## config.mk

```make
export PLATFORM = sky130hd
export DESIGN_NAME = execute_stage
export DESIGN_NICKNAME = d
export VERILOG_FILES = /design/src/rtl/exec_pkg.sv /design/src/rtl/alu16.sv /design/src/rtl/execute_stage.sv
export SDC_FILE = /design/constraint.sdc
export NUM_CORES = 1
export LEC_CHECK = 0
export CORE_ASPECT_RATIO = 0.7
export CORE_UTILIZATION = 45
export CTS_CLUSTER_DIAMETER = 50
export DETAILED_ROUTE_END_ITERATION = 8
export GPL_TIMING_DRIVEN = 0
export PLACE_DENSITY_LB_ADDON = 0.1
export SETUP_SLACK_MARGIN = 0.5
export SLEW_MARGIN = 10
export SYNTH_ARGS = -nofsm -noshare
export SYNTH_HDL_FRONTEND = slang
export SYNTH_SLANG_ARGS = --single-unit
export TNS_END_PERCENT = 20
```

## constraint.sdc

```tcl
create_clock -name CLK -period 6.1 [get_ports CLK]
set_clock_uncertainty 0.2 [all_clocks]
set_input_delay 1.22 -clock CLK [delete_from_list [all_inputs] [get_ports CLK]]
set_output_delay 1.22 -clock CLK [all_outputs]
set_load 0.005 [all_outputs]
```

## src/rtl/exec_pkg.sv

```systemverilog
// Shared encodings for the execute stage: ALU ops, jump control, FSM states.
package exec_pkg;

  localparam int unsigned DATA_W = 16;
  localparam int unsigned ADDR_W = 8;
  localparam int unsigned REG_W  = 4;

  typedef enum logic [2:0] {
    ALU_ADD  = 3'b000,
    ALU_SUB  = 3'b001,
    ALU_AND  = 3'b010,
    ALU_OR   = 3'b011,
    ALU_XOR  = 3'b100,
    ALU_SHL  = 3'b101,
    ALU_SHR  = 3'b110,
    ALU_PASS = 3'b111
  } alu_op_e;

  typedef enum logic [1:0] {
    JMP_NONE   = 2'b00,
    JMP_ALWAYS = 2'b01,
    JMP_ZERO   = 2'b10,
    JMP_NZERO  = 2'b11
  } jctl_e;

  typedef enum logic {
    ST_IDLE = 1'b0,
    ST_MEM  = 1'b1
  } state_e;

  function automatic logic jump_cond(input jctl_e j, input logic zero);
    logic taken;
    taken = 1'b0;
    case (j)
      JMP_ALWAYS: taken = 1'b1;
      JMP_ZERO:   taken = zero;
      JMP_NZERO:  taken = ~zero;
      default:    taken = 1'b0;
    endcase
    return taken;
  endfunction

endpackage

```

## src/rtl/alu16.sv

```systemverilog
// Combinational 16-bit ALU; result truncated to 16 bits, zero flag on result.
module alu16
  import exec_pkg::*;
(
  input  logic [DATA_W-1:0] a,
  input  logic [DATA_W-1:0] b,
  input  logic [2:0]        alu_ctl,
  output logic [DATA_W-1:0] result,
  output logic              zero
);

  always_comb begin
    result = '0;
    case (alu_op_e'(alu_ctl))
      ALU_ADD:  result = a + b;
      ALU_SUB:  result = a - b;
      ALU_AND:  result = a & b;
      ALU_OR:   result = a | b;
      ALU_XOR:  result = a ^ b;
      ALU_SHL:  result = a << b[3:0];
      ALU_SHR:  result = a >> b[3:0];
      ALU_PASS: result = b;
      default:  result = '0;
    endcase
  end

  assign zero = (result == '0);

endmodule

```

## src/rtl/execute_stage.sv

```systemverilog
// Execute stage: ALU/jump resolution and a two-state data-memory handshake.
// Optional MEM timeout with sticky err is enabled by defining EXEC_TIMEOUT_EN.
module execute_stage
  import exec_pkg::*;
#(
  parameter int unsigned MEM_TIMEOUT = 15
) (
  input  logic              CLK,
  input  logic              RST,
  input  logic              valid_in,
  input  logic [DATA_W-1:0] a_val,
  input  logic [DATA_W-1:0] b_val,
  input  logic [REG_W-1:0]  c_addr,
  input  logic [ADDR_W-1:0] addr,
  input  logic [2:0]        alu_ctl,
  input  logic [1:0]        JCTL,
  input  logic              data_read,
  input  logic              data_write,
  input  logic              reg_addr,
  input  logic              reg_write,
  output logic              stall,
  output logic              mem_req,
  output logic              mem_we,
  output logic [ADDR_W-1:0] mem_addr,
  output logic [DATA_W-1:0] mem_wdata,
  input  logic [DATA_W-1:0] mem_rdata,
  input  logic              mem_ack,
  output logic              wb_en,
  output logic [REG_W-1:0]  wb_addr,
  output logic [DATA_W-1:0] wb_data,
  output logic              jump_taken,
  output logic [ADDR_W-1:0] jump_addr,
  output logic              err
);

  if (MEM_TIMEOUT == 0 || MEM_TIMEOUT > 255) begin : g_bad_timeout
    $error("MEM_TIMEOUT must be within 1..255");
  end

  state_e              state_q, state_d;
  logic                mem_req_q, mem_req_d;
  logic                mem_we_q, mem_we_d;
  logic [ADDR_W-1:0]   mem_addr_q, mem_addr_d;
  logic [DATA_W-1:0]   mem_wdata_q, mem_wdata_d;
  logic                wb_en_q, wb_en_d;
  logic [REG_W-1:0]    wb_addr_q, wb_addr_d;
  logic [DATA_W-1:0]   wb_data_q, wb_data_d;
  logic                jump_taken_q, jump_taken_d;
  logic [ADDR_W-1:0]   jump_addr_q, jump_addr_d;
  logic                pend_wb_q, pend_wb_d;
  logic [REG_W-1:0]    pend_addr_q, pend_addr_d;

  logic [DATA_W-1:0]   alu_result;
  logic                alu_zero;
  logic                mem_op;
  logic [ADDR_W-1:0]   eff_addr;

  alu16 u_alu (
    .a       (a_val),
    .b       (b_val),
    .alu_ctl (alu_ctl),
    .result  (alu_result),
    .zero    (alu_zero)
  );

  assign mem_op   = data_read | data_write;
  assign eff_addr = reg_addr ? a_val[ADDR_W-1:0] : addr;
  assign stall    = (state_q == ST_MEM) || (valid_in && mem_op);

`ifdef EXEC_TIMEOUT_EN
  localparam logic [7:0] TMO_LAST = 8'(MEM_TIMEOUT - 1);
  logic [7:0] tmo_q, tmo_d;
  logic       err_q, err_d;
`endif

  always_comb begin
    state_d      = state_q;
    mem_req_d    = mem_req_q;
    mem_we_d     = mem_we_q;
    mem_addr_d   = mem_addr_q;
    mem_wdata_d  = mem_wdata_q;
    wb_en_d      = 1'b0;
    wb_addr_d    = wb_addr_q;
    wb_data_d    = wb_data_q;
    jump_taken_d = 1'b0;
    jump_addr_d  = jump_addr_q;
    pend_wb_d    = pend_wb_q;
    pend_addr_d  = pend_addr_q;
`ifdef EXEC_TIMEOUT_EN
    tmo_d        = tmo_q;
    err_d        = err_q;
`endif
    case (state_q)
      ST_IDLE: begin
        if (valid_in && mem_op) begin
          state_d     = ST_MEM;
          mem_req_d   = 1'b1;
          mem_we_d    = data_write;
          mem_addr_d  = eff_addr;
          mem_wdata_d = b_val;
          // Writeback eligibility is resolved now so the MEM state only needs a flag.
          pend_wb_d   = reg_write && !data_write && (c_addr != '0);
          pend_addr_d = c_addr;
`ifdef EXEC_TIMEOUT_EN
          tmo_d       = '0;
`endif
        end else if (valid_in) begin
          wb_en_d      = reg_write && (c_addr != '0);
          wb_addr_d    = c_addr;
          wb_data_d    = alu_result;
          jump_taken_d = jump_cond(jctl_e'(JCTL), alu_zero);
          jump_addr_d  = addr;
        end
      end
      ST_MEM: begin
        if (mem_ack) begin
          state_d   = ST_IDLE;
          mem_req_d = 1'b0;
          mem_we_d  = 1'b0;
          wb_en_d   = pend_wb_q;
          if (!mem_we_q) begin
            wb_addr_d = pend_addr_q;
            wb_data_d = mem_rdata;
          end
        end
`ifdef EXEC_TIMEOUT_EN
        else if (tmo_q == TMO_LAST) begin
          state_d   = ST_IDLE;
          mem_req_d = 1'b0;
          mem_we_d  = 1'b0;
          err_d     = 1'b1;
        end else begin
          tmo_d = tmo_q + 8'd1;
        end
`endif
      end
      default: state_d = ST_IDLE;
    endcase
  end

  always_ff @(posedge CLK) begin
    if (RST) begin
      state_q      <= ST_IDLE;
      mem_req_q    <= 1'b0;
      mem_we_q     <= 1'b0;
      mem_addr_q   <= '0;
      mem_wdata_q  <= '0;
      wb_en_q      <= 1'b0;
      wb_addr_q    <= '0;
      wb_data_q    <= '0;
      jump_taken_q <= 1'b0;
      jump_addr_q  <= '0;
      pend_wb_q    <= 1'b0;
      pend_addr_q  <= '0;
    end else begin
      state_q      <= state_d;
      mem_req_q    <= mem_req_d;
      mem_we_q     <= mem_we_d;
      mem_addr_q   <= mem_addr_d;
      mem_wdata_q  <= mem_wdata_d;
      wb_en_q      <= wb_en_d;
      wb_addr_q    <= wb_addr_d;
      wb_data_q    <= wb_data_d;
      jump_taken_q <= jump_taken_d;
      jump_addr_q  <= jump_addr_d;
      pend_wb_q    <= pend_wb_d;
      pend_addr_q  <= pend_addr_d;
    end
  end

`ifdef EXEC_TIMEOUT_EN
  always_ff @(posedge CLK) begin
    if (RST) begin
      tmo_q <= '0;
      err_q <= 1'b0;
    end else begin
      tmo_q <= tmo_d;
      err_q <= err_d;
    end
  end
  assign err = err_q;
`else
  assign err = 1'b0;
`endif

  assign mem_req    = mem_req_q;
  assign mem_we     = mem_we_q;
  assign mem_addr   = mem_addr_q;
  assign mem_wdata  = mem_wdata_q;
  assign wb_en      = wb_en_q;
  assign wb_addr    = wb_addr_q;
  assign wb_data    = wb_data_q;
  assign jump_taken = jump_taken_q;
  assign jump_addr  = jump_addr_q;

endmodule

```

### Word-level counts from Yosys, hierarchy flattened

Cells that the tools add are included.
Widths: inputs -> output; s select.

| operators by class | value |
|---|---|
| shift operators | 2 |
| reduce and logical (&&, ||, !) cells | 14 |
| equality and inequality tests | 15 |
| add/sub/neg operators | 2 |
| mux-type cells | 25 |
| bitwise operators | 8 |

Operator list:

| cell | number |
|---|---|
| $pmux 16 s8 | 1 |
| $mux 16 | 4 |
| $pmux 16 s2 | 1 |
| $add 16x16->16 | 1 |
| $and 16x16->16 | 1 |
| $logic_not 16->1 | 1 |
| $mux 4 | 4 |
| $or 16x16->16 | 1 |
| $shl 16x4->16 | 1 |
| $shr 16x4->16 | 1 |
| $sub 16x16->16 | 1 |
| $xor 16x16->16 | 1 |
| $eq 3x3->1 const B | 4 |
| $ne 2x2->1 const B | 5 |
| $mux 1 | 8 |
| $mux 8 | 1 |
| $pmux 1 s2 | 4 |
| $pmux 4 s2 | 1 |
| $eq 3x2->1 const B | 2 |
| $eq 2x2->1 const B | 2 |
| $logic_and 1x1->1 | 4 |
| $not 1->1 | 4 |
| $reduce_and 2->1 | 2 |
| $reduce_and 4->1 | 1 |
| 10 further kinds | 10 |

| storage, ports and cells | value |
|---|---|
| register bits | 62 |
| output and inout port bits | 58 |
| word-level logic and storage cells | 78 |
| input port bits | 73 |

### Logic depth before layout (Yosys ltp)

| logic depth | value |
|---|---|
| depth after elaboration | 5 |
| gate-level depth with buffers | 19 |
| mapped depth without buffers | 16 |

### By module

From an unflattened synthesis, not the netlist that was laid out.

| second synthesis, totals | value |
|---|---|
| cells, all modules | 794 |
| area total of the unflattened synthesis | 6353.6 µm² |

By module, submodules not included:

| module | instances | sequential area each (µm²) | area an instance (µm²) | cells an instance |
|---|---|---|---|---|
| alu16 | 1 | 0.0 | 3699.8 | 505 |
| execute_stage | 1 | 1241.2 | 2653.8 | 289 |

### Worst setup path after synthesis

No wires, ideal clock.

| timing | value |
|---|---|
| path type | in2reg |
| start point | in alu_ctl[0] |
| end point | reg jump_taken_q, in the netlist jump_taken |
| required time | 5.782 ns |
| arrival time | 4.908 ns |
| slack | 0.874 ns |
| setup time | 0.118 ns |
| path buffers | 5 |
| cell stages on the path | 18 |
| path through | clkbuf_1 > clkbuf_1 > clkbuf_1 > and2_1 > clkbuf_1 > clkbuf_1 > nor2_1 > xnor2_1 > ha_1 > nor2b_1 > o31a_1 > a211oi_1 > or4_4 > nor4_2 > nand4_1 > nor4_1 > nand2_1 > mux2i_1 |

| on the way | value |
|---|---|
| word-level cells in the longest chain between the ends | 5 |
| elaborated cells between the ends (all ways) | 12 |
| those cells by class | 7 x eq/ne; 2 x mux; 1 x bitwise; 2 x reduce/logical |

Ends and longest elaborated chain:

| element | RTL line | RTL |
|---|---|---|
| from (decl) | execute_stage.sv:15 | `input logic [2:0] alu_ctl,` |
| $eq 3x3->1, or another cell as far along | alu16.sv:14 | `case (alu_op_e'(alu_ctl))` |
| $pmux 16 s8 (*) | alu16.sv:14 |  |
| $logic_not 16->1 (*) | alu16.sv:27 | `assign zero = (result == '0);` |
| $not 1->1 | exec_pkg.sv:37 | `JMP_NZERO: taken = ~zero;` |
| $pmux 1 s3 (*) | exec_pkg.sv:34 | `case (j)` |
| to (signal assigned) | execute_stage.sv:164 | `jump_taken_q <= jump_taken_d;` |
| to (decl) | execute_stage.sv:48 | `logic jump_taken_q, jump_taken_d;` |

Mark *: on every way between the ends. The rest lies on a longest branch, timed or not.
A chain may end at the register's enable or synchronous reset.

### Final worst setup path

| timing | value |
|---|---|
| start point | in b_val[0] |
| end point | reg jump_taken_q, in the netlist jump_taken |

| on the way | value |
|---|---|
| word-level cells in the longest chain between the ends | 5 |
| elaborated cells between the ends (all ways) | 11 |
| those cells by class | 2 x add/sub; 2 x shift; 2 x mux; 4 x bitwise; 1 x reduce/logical |

Ends and longest elaborated chain:

| element | RTL line | RTL |
|---|---|---|
| from (decl) | execute_stage.sv:12 | `input logic [DATA_W-1:0] b_val,` |
| $sub 16x16->16, or another cell as far along | alu16.sv:16 | `ALU_SUB: result = a - b;` |
| $pmux 16 s8 (*) | alu16.sv:14 |  |
| $logic_not 16->1 (*) | alu16.sv:27 |  |
| $not 1->1 | exec_pkg.sv:37 |  |
| $pmux 1 s3 (*) | exec_pkg.sv:34 |  |

Marks and branches as above.

==> impl_metrics.json <==
{
  "synthDistinctLibCells": 80,
  "total_leakage_power_uw": 0.003277,
  "reg2reg_depth": 7,
  "max_cap_violations": 0,
  "ios": 131,
  "wire_per_inst_um": 23.79,
  "antenna_found_initial": 0,
  "dpl.hpwl_mm": 21.56,
  "netlist.area_leader.share_pct": 19.69,
  "syn_area_per_cell_um2": 7.624,
  "switching_share_pct": 34.94,
  "setup_viol": 0,
  "clock.fmax_mhz": 182.5,
  "pwr-share-seq_pct": 27.3,
  "syn_area_mm2": 0.006305,
  "highest_layer": "met5",
  "hold_buffers": 0,
  "p_int_uw": 1068,
  "relSlewSlack_pct": 45.52,
  "routed-wl-met3_mm": 3.944,
  "hp-start": "wb_data[13]$_SDFFE_PP0P_",
  "h-tree-depth": 3,
  "synth-seq-cells": 62,
  "start_kind": "primary input",
  "crit_arrival_ns": 5.50,
  "final_nets": 1090,
  "fin_crit_ns": 5.479,
  "grt_use_total_pct": 38.42,
  "hold_path_depth": 2,
  "ys.flop_type": "dfxtp_1",
  "rsz0062_at_grt": "no",
  "postRouteAntennaNets": 0,
  "route.layer.met1.wl_mm": 12.48,
  "rows": 35,
  "total_power_uw": 1642,
  "vdd_drop_max_mv": 0.1766,
  "diodes": 0,
  "cts_buffers": 9,
  "grt_pass1_wl_mm": 40.69,
  "netlist_instances": 827,
  "r2r-start": "state_q$_SDFF_PP0_",
  "synthTopCellsByArea": "dfxtp_1 20%, ha_1 9.7%, nand2_1 7.1%",
  "synth_edf_count": 0,
  "p_per_area_mw_per_mm2": 197.5,
  "crit_required_ns": 6.12,
  "setup_ws_ns": 0.6207,
  "grt_overflow_total": 0,
  "clk_latency_ns": 0.33,
  "synth_warnings": 0,
  "die_w_um": 143.5,
  "pre_cts_ws_ns": -0.4849,
  "path_max_fanout": 12,
  "critPathMaxStageDelay_ns": 0.59,
  "combPwrFrac_pct": 37.7,
  "min_to": "wb_data[13]$_SDFFE_PP0P_",
  "io_buffers": 126,
  "power.switching_uw": 573.8,
  "critical_path_class": "primary input to flop",
  "die_h_um": 101.0,
  "rr_endpoint": "wb_data[9]$_SDFFE_PP0P_",
  "worstHoldPathType": "flop to flop",
  "grt_pass1_vias": 6652,
  "drive_gt1_share_pct": 9.979,
  "cp-end-kind": "flop",
  "ff2ff_setup_slack_ns": 3.41,
  "ys_async_sr_fraction_pct": 0,
  "cp_cell_sequence": "clkdlybuf4s50_1, buf_6, clkinvlp_4, clkbuf_4, ha_2, mux2_2, fa_1, nor2b_2, o31a_1, a211oi_1, or4_4, nor4_4, nand4_1, nor4_1, nand2_1, mux2i_1",
  "synth_top_area_cell": "dfxtp_1",
  "hold_viol_final": 0,
  "synth_most_common_cell": "nand2_1",
  "core_area_mm2": 0.01340,
  "start_util_pct": 47.05,
  "worst_slew_pin_slew_ns": 0.8057,
  "maxSlewViolCount": 0,
  "syn-num-nets": 950,
  "dr_wl_met2_mm": 10.62,
  "clkSinkCount": 62,
  "outcome": "finished, final reports clean",
  "cp_slowest_cell": "or4_4",
  "syn_to_final_growth_pct": 31.89,
  "drt_iter0_drc": 923,
  "dieArea_mm2": 0.01450,
  "dr.pass1.iters": 6,
  "vias": 7337,
  "place_congestion": 1.009,
  "ys_seq_area_share_pct": 19.69,
  "wirelength_mm": 27.53,
  "path_clk_slew_ns": 0.06,
  "drc": 0,
  "via_per_inst": 6.341,
  "post-route-period-util_pct": 89.82,
  "clkPwrFrac_pct": 35.0,
  "clockBufferDepth": 2,
  "cts_root_buffer": "clkbuf_16",
  "grt_max_degree": 13,
  "synth_common_cells": "120 x nand2_1, 76 x a21oi_1, 68 x nor2_1",
  "cts_tree": "built"
}
[layer usage]
metal,GRT usage (%),vias to the layer above
li1,-,3298
met1,56.90,3496
met2,50.75,505
met3,14.54,36
met4,8.511,2
met5,4.561,-
[state kept, by name, indices dropped and copies added, names as in the netlist, 4 cells and up]
| signal | flops |
|---|---|
| mem_wdata | 16 |
| pend_addr_q | 4 |
| mem_addr | 8 |
| wb_addr | 4 |
| jump_addr | 8 |
| wb_data | 16 |
[worst max-delay path by stage]
stage,cells after the start,to,from,slack (ns)
after floorplan,18,jump_taken$_SDFF_PP0_,alu_ctl[0],0.87
after global placement,19,jump_taken$_SDFF_PP0_,alu_ctl[0],-0.45
after detailed placement,19,jump_taken$_SDFF_PP0_,alu_ctl[0],-0.48
after CTS,16,jump_taken$_SDFF_PP0_,b_val[0],0.50
after global routing,18,jump_taken$_SDFF_PP0_,b_val[1],0.48
final,16,jump_taken$_SDFF_PP0_,b_val[0],0.62
[area by class of cell]
| class | instances | area, µm² |
|---|---|---|
| timing repair buffer | 129 | 1289 |
| multi-input combinational | 660 | 4725 |
| inverter | 41 | 157.7 |
| clock inverter | 6 | 92.59 |
| fill | 1240 | 5085 |
| sequential | 62 | 1241 |
| clock buffer | 10 | 239.0 |
| buffer | 64 | 340.3 |
| tap | 185 | 231.5 |
[cell families after synthesis]
group | after synthesis | synth area share, %
and+or+nand+nor | 278 | 20.50
AOI/OAI and AO/OA | 246 | 26.10
buffers and inverters | 105 | 6.748
muxes | 66 | 14.23
DFF | 62 | 19.69
adders and majority gates | 50 | 10.04
xor gates and xnor gates | 19 | 2.639
other | 1 | 0.05948
[critical path, delay by kind of cell]
family / cells / cell delay (ns)
AO/OA/AOI/OAI: 2 / 0.28
adder cells (fa/ha/maj): 2 / 0.71
buffers and inverters: 4 / 1.32
multiplexers: 2 / 0.41
AND/OR/NAND/NOR: 6 / 1.53
[power groups by stage]
| stage | sequential [µW] | clock, µW | combinational (µW) |
|---|---|---|---|
| floorplan | 455 | 0 | 332 |
| global placement | 455 | 0 | 572 |
| detailed placement | 455 | 0 | 572 |
| CTS | 447 | 572 | 582 |
| global route | 450 | 595 | 660 |
| finish | 448 | 575 | 619 |
[what timing repair did]
| action | in CTS | in global routing |
|---|---|---|
| cloned | 0 | 0 |
| endpoints found under the setup margin | 6 | 5 |
| pin swaps | 0 | 7 |
| resized for setup | 22 | 35 |
| setup buffers | 0 | 3 |
[stage by stage]
stage                     util, %  hold slack (ns)  setup TNS, ns  instances  instance area [µm²]
after floorplan                 -           0.2360              0        827                 6305
after detailed placement    58.19           0.2454        -0.7398       1138                 7797
final                       62.05           0.2511              0       1157                 8315
after global placement      58.19           0.2405        -0.6628       1138                 7797
after global routing        62.05           0.2665              0       1157                 8315
after CTS                   61.10           0.2527              0       1154                 8188
[cells in the final DEF, fill, tap and decap left out, types with 28 or more instances in the layout]
cell             count
clkbuf_1            33
inv_1               39
nor2_1              66
a21oi_1             75
a211oi_1            28
clkdlybuf4s50_1    124
nand2_1            120
mux2i_1             30
dfxtp_1             62
o21ai_0             31
ha_1                48
(Power assumes the default switching activity.)
